**config.mk**
```make
export PLATFORM = sky130hd
export DESIGN_NAME = rr_regfile
export DESIGN_NICKNAME = d
export VERILOG_FILES = /design/src/rtl/rr_regfile.sv
export SDC_FILE = /design/constraint.sdc
export NUM_CORES = 2
export LEC_CHECK = 0
export CAP_MARGIN = 20
export CORE_ASPECT_RATIO = 0.5
export CORE_MARGIN = 10
export CORE_UTILIZATION = 44
export DETAILED_ROUTE_END_ITERATION = 6
export PLACE_DENSITY = 0.62
export SYNTH_ARGS = -nofsm -noshare
export SYNTH_HDL_FRONTEND = slang
export SYNTH_SLANG_ARGS = --single-unit
```
**constraint.sdc**
```tcl
create_clock -name clk -period 3.93 [get_ports clk]
set_clock_uncertainty 0.2 [all_clocks]
set_input_delay 1.179 -clock clk [delete_from_list [all_inputs] [get_ports clk]]
set_output_delay 1.179 -clock clk [all_outputs]
set_load 0.005 [all_outputs]
```
**src/rtl/rr_regfile.sv**
```systemverilog
// rtl/rr_regfile.sv - register-read stage: 32-entry regfile, write-first bypass, load-use stall
module rr_regfile #(
    parameter int DATA_W = 32,
    parameter int ADDR_W = 5,
    parameter int CNT_W  = 16
) (
    input  logic              clk,
    input  logic              reset,
    input  logic [ADDR_W-1:0] idrr_rs,
    input  logic [ADDR_W-1:0] idrr_rt,
    input  logic              idrr_uses_rt,
    input  logic              wb_regwrite,
    input  logic [ADDR_W-1:0] wb_rd,
    input  logic [DATA_W-1:0] wb_data,
    input  logic              rrex_memread,
    input  logic [ADDR_W-1:0] rrex_rt,
    output logic [DATA_W-1:0] data1,
    output logic [DATA_W-1:0] data2,
    output logic              stall,
    output logic [CNT_W-1:0]  stall_count
);

    localparam int NREG = 1 << ADDR_W;

    logic [DATA_W-1:0] regs_q [NREG];
    logic [DATA_W-1:0] regs_d [NREG];
    logic [CNT_W-1:0]  stall_count_q;
    logic [CNT_W-1:0]  stall_count_d;
    logic              wb_commit;

    // r0 is hardwired to zero, so a write to it is dropped entirely
    assign wb_commit = wb_regwrite && (wb_rd != '0);

    // Read port with write-first bypass; r0 always reads zero
    function automatic logic [DATA_W-1:0] read_port(input logic [ADDR_W-1:0] idx);
        logic [DATA_W-1:0] val;
        if (idx == '0) begin
            val = '0;
        end else if (wb_regwrite && (wb_rd == idx)) begin
            val = wb_data;
        end else begin
            val = regs_q[idx];
        end
        return val;
    endfunction

    // Next-state of the register array: at most one entry updated per cycle
    always_comb begin
        regs_d = regs_q;
        if (wb_commit) begin
            regs_d[wb_rd] = wb_data;
        end
        regs_d[0] = '0;
    end

    // Load-use hazard and saturating stall counter next-state
    always_comb begin
        stall = rrex_memread && (rrex_rt != '0) &&
                ((rrex_rt == idrr_rs) || (idrr_uses_rt && (rrex_rt == idrr_rt)));
        stall_count_d = stall_count_q;
        if (stall && (stall_count_q != {CNT_W{1'b1}})) begin
            stall_count_d = stall_count_q + {{(CNT_W-1){1'b0}}, 1'b1};
        end
    end

    // Combinational read data toward the RR/EX register
    always_comb begin
        data1 = read_port(idrr_rs);
        data2 = read_port(idrr_rt);
    end

    // State registers; reset clears every entry and the counter immediately
    always_ff @(posedge clk or negedge reset) begin
        if (!reset) begin
            for (int i = 0; i < NREG; i++) begin
                regs_q[i] <= '0;
            end
            stall_count_q <= '0;
        end else begin
            regs_q        <= regs_d;
            stall_count_q <= stall_count_d;
        end
    end

    assign stall_count = stall_count_q;

endmodule

```
# Word-level counts from Yosys, hierarchy flattened
# Index checks and enable logic that the tools add are counted.
totals:
  output_inout_bits: 81
  reg_bits: 1008
  elab_cells: 71
  mem_bits_rw: 0
  latchBits: 0
  mem_bits_ro: 0
  mem_count: 0
classes:
  add_sub_neg: 1
  n_lt_le_gt_ge: 4
  shifts: 0
  multipliers: 0
  n_eq_ne: 5
  n_mux: 13
  n_bitwise: 3
  n_reduce_logical: 13
  n_div: 0
ops:
  columns: ["operator", "count"]
  rows:
  - ["$bwmux W1024", 1]
  - ["$bmux W32 S5", 2]
  - ["$mux W32", 9]
  - ["$demux W32 S5", 1]
  - ["$eq A5 B5 Y1", 4]
  - ["$ge A6 B6 Y1 const B", 3]
  - ["$not A5 Y6", 3]
  - ["$add A16 B1 Y16 const B", 1]
  - ["$ne A16 B16 Y1 const B", 1]
  - ["$logic_not A5 Y1", 2]
  - ["$reduce_bool A5 Y1", 2]
  - ["$logic_and A1 B1 Y1", 8]
  - ["$lt A6 B1 Y1 const B", 1]
  - ["$logic_or A1 B1 Y1", 1]

# Longest topological paths before layout
depth:
  ltp_word: 6
  ltp_mapped: 10
  mapped_depth_nobuf: 7

# Worst setup path after synthesis
# Ideal clock, no wire load.
synth_timing:
  kind: "input-to-output"
  from: "in idrr_rs[0]"
  to: "out data1[0]"
  arrival_time_ns: 2.802
  stages: 8
  t_required_ns: 2.551
  setup_slack_ns: -0.251
  path_buffers: 3
  path_cell_list: "buf_2 buf_4 buf_2 mux4_2 a22oi_1 nand3_1 a21oi_1 nor3_1"
synth_via:
  elab_chain_cells: 6
synth_lines:
  columns: ["element", "line_no", "rtl"]
  rows:
  - ["start, declared", "9", "input logic [ADDR_W-1:0] idrr_rs,"]
  - ["$not A5 Y6 (not written as such)", "42", "val = regs_q[idx];"]
  - ["$bmux W32 S5", "42", null]
  - ["$mux W32 (not written as such) (2 in series)", "42", null]
  - ["$mux W32", "39", "end else if (wb_regwrite && (wb_rd == idx)) begin"]
  - ["$mux W32 (*)", "37", "if (idx == '0) begin"]
  - ["end, declared", "17", "output logic [DATA_W-1:0] data1,"]
# Every way passes the cells marked *; elsewhere a longest branch is shown, timed or not. The select of a mux whose other input is x is not followed.

# Final worst setup path
layout_timing:
  from: "in idrr_rt[0]"
  to: "out data2[2]"
layout_via:
  elab_chain_cells: 6
layout_lines:
  columns: ["element", "line_no", "rtl"]
  rows:
  - ["start, declared", "10", "input logic [ADDR_W-1:0] idrr_rt,"]
  - ["$not A5 Y6 (not written as such)", "42", null]
  - ["$bmux W32 S5", "42", null]
  - ["$mux W32 (not written as such) (2 in series)", "42", null]
  - ["$mux W32", "39", null]
  - ["$mux W32 (*)", "37", null]
  - ["end, declared", "18", "output logic [DATA_W-1:0] data2,"]
# Marked as above.

==> impl_results.md <==
- CTS HTree Levels: 3
- Startpoint type of the worst setup path: input pin
- First-pass GRT wire length: 297000 um
- Vias per cell: 6.54
- Die Area: 139000 um2
- Die height: 269 um
- Internal power: 22500 uW
- GR Util met2: 0.447
- Worst slew margin: 0.492
- CTS tree: done
- Worst-path clk slew: 0.06 ns
- Switching pwr: 9240 uW
- Num CTS Buffers: 96
- WL/cell: 33.4 um
- P&R area growth vs syn: 30.2%
- Maxcap violations: 0
- Final Hold Vio Count: 0
- # DRC: 0
- Initial DRC Count: 4633
- Placed instance count: 5731
- GRT Total Usage: 0.288
- Clock latency on the worst-skew pair: 0.72 ns
- CTS Sinks: 1008
- Final nets: 4426
- Largest net degree at the start of global routing: 130
- WP data arrival: 3.29 ns
- FF-to-FF Start: stall_count[0]$_DFFE_PN0P_
- Area contributors post-synth: dfrtp_1, mux2_2, mux4_2
- Pwr/cell area: 446 nW/um2
- Worst Max-Slew Pin Slew: 0.762 ns
- # hold bufs at CTS: 0
- Layout fillers: 9518
- Crit path required time: 2.55 ns
- Pleak: 0.0308 uW
- Leading area contributor after synthesis: dfrtp_1
- Cell Count, Final, Fillers Out: 6117
- Critical path endpoint category: primary output
- # diodes: 0
- I/O pin total: 138
- Fin crit share: 1.19
- Initial core utilization: 0.443
- Synth cell count leaders: mux2_2, dfrtp_1, mux4_2
- Critical path origin: idrr_rt[0]
- Mapped Area: 54600 um2
- Combinational power share: 0.256
- Clock power frac: 0.305
- Gate Count Post-Synth: 3787
- Switch share: 0.291
- Clock root buffer: clkbuf_16
- Port bufs: 137
- Post-Syn Area per Cell: 14.4 um2
- Final setup fails: 65
- Status: complete, but fails checks
- DP HPWL: 128000 um
- Worst Setup Slack, final: -0.736 ns
- Tmin final: 4.67 ns
- Max Buffers Root-to-Sink: 3
- Failing checks: negative setup slack
- DRT Pass-1 Iters: 7
- Pre-CTS setup slack: -1.64 ns
- Sequential share of the synthesized area: 0.462
- Met1 Use GR: 0.391
- Predominant post-synthesis flop cell: dfrtp_1
- Congestion Overflow GR: 0
- Worst Setup EP: data2[2]
- Horiz. Die Dim: 518 um
- Worst Hold Margin: 0.208 ns
- Core area: 123000 um2
- Worst hold path class: in2async
- Initial antenna violation count: 0
- Share of layout cells above drive strength 1: 0.654
- RSZ-0062 raised after global routing: yes
- Cell with the most instances after synthesis: mux2_2
- Warnings, synthesis: 0
- Max FO, Critical Path: 7
- Cell Rows: 91
- Worst-case reg-to-reg path depth: 5
- Busiest grt layer: met2
- Post-synth top area share: 0.462
- Peak supply drop: 0.373 mV
- Post-synth EDFFs: 0
- Max-slew violations: 0
- Yosys cell types: 58
- Sequential share of power: 0.439
- FF+latch count, synth: 1008
- GP Congestion: 0.879
- R2R setup slack: 1.71 ns
- Total negative slack: -33.78 ns
- Number of global-route vias before repair: 41322
- Asr flop ratio synth: 1.00
- Via count: 40025
- Crit Path Class: in2out
- End of the worst register-to-register path: stall_count[5]$_DFFE_PN0P_
- FMAX: 0.214 GHz
- GR Util met3: 0.0651
- Final wirelength: 205000 um
- Net Count, Synth: 3845
- Final antenna-violating net count: 0
registers in the layout, summed over array words and instances (netlist names):
| name | flops |
|---|---|
| regs_q | 992 |
| stall_count | 16 |
metal layers:
metal  part of all wire  vias to the layer above
li1                   -                    15761
met1               0.40                    21516
met2               0.45                     2198
met3              0.099                      550
met4              0.048                        0
met5                  0                        -
cells by family (layout without fill, tap and decap cells):
family | count (synthesis) | after routing | share of synthesized area
AOI/OAI and AO/OA | 329 | 329 | 0.0446
xor gates and xnor gates | 35 | 35 | 0.00575
adders and majority gates | 1 | 1 | 0.000229
buffers and inverters | 407 | 1063 | 0.0355
DFF | 1008 | 1008 | 0.462
muxes | 1586 | 1586 | 0.414
and+or+nand+nor | 421 | 421 | 0.0383
what timing repair did:
| item | CTS | global route |
|---|---|---|
| setup buffers | 162 | 69 |
| pin swaps | 193 | 134 |
| setup endpoints to repair | 65 | 65 |
| resized for setup | 797 | 209 |
| gates cloned | 23 | 3 |
worst min path at each step:
stage	startpoint	to	slack [ns]	depth (start not counted)
after detailed placement	stall_count[9]$_DFFE_PN0P_	stall_count[9]$_DFFE_PN0P_	0.29	1
after CTS	reset	regs_q[294]$_DFFE_PN0P_	0.18	1
after floorplan	stall_count[9]$_DFFE_PN0P_	stall_count[9]$_DFFE_PN0P_	0.28	1
after global routing	reset	regs_q[358]$_DFFE_PN0P_	0.20	1
after global placement	stall_count[9]$_DFFE_PN0P_	stall_count[9]$_DFFE_PN0P_	0.28	1
final	reset	regs_q[163]$_DFFE_PN0P_	0.21	1
critical path: stages:
cell and delay, ns:
buf_16 0.14, buf_16 0.18, buf_16 0.17, buf_6 0.12, mux4_2 0.33, nor2b_2 0.05, nor3_2 0.27, a221oi_4 0.07
o22a_1 0.25, a211oi_4 0.30, buf_2 0.17
power groups by stage:
stage / clock (uW) / combinational [uW] / sequential, uW
6_report: 9690 / 8120 / 13900
5_1_grt: 10200 / 8540 / 14100
4_1_cts: 9750 / 7830 / 13800
2_1_floorplan: 0 / 4890 / 13500
3_5_place_dp: 0 / 7200 / 14000
3_3_place_gp: 0 / 7070 / 13800
cells in the final DEF, fill, tap and decap left out, drive strengths merged, types with 15 or more instances in the layout:
cell           count
nor2b             23
dfrtp           1008
a22oi             92
mux4             430
nand3             42
mux2            1057
clkinv            26
o22ai             34
nand2             74
buf              820
nor2             135
a211oi            31
a21oi             60
clkbuf           142
xor2              20
o22a              17
nor3              85
o211ai            18
nor4              21
mux2i             99
xnor2             15
a221oi            67
clkdlybuf4s50     50
area by class of cell:
type | count | area, um2 | share of cell area
clock buffers | 138 | 2810 | 0.0396
clock inverters | 35 | 349 | 0.00491
inverters | 3 | 12.5 | 0.000176
multi-input cells | 2372 | 30000 | 0.422
flip-flops and latches | 1008 | 25200 | 0.355
well taps | 1674 | 2090 | 0.0295
repair buffers | 887 | 10600 | 0.149
metrics by stage:
step                      total power [uW]  utilization  cell area [um2]
final                                31700        0.577            71100
after global routing                 32900        0.577            71100
after CTS                            31400        0.567            69900
after detailed placement             21200        0.508            62600
after global placement               20800        0.508            62600
after floorplan                      18400            -            55200
(Power assumes the default switching activity.)
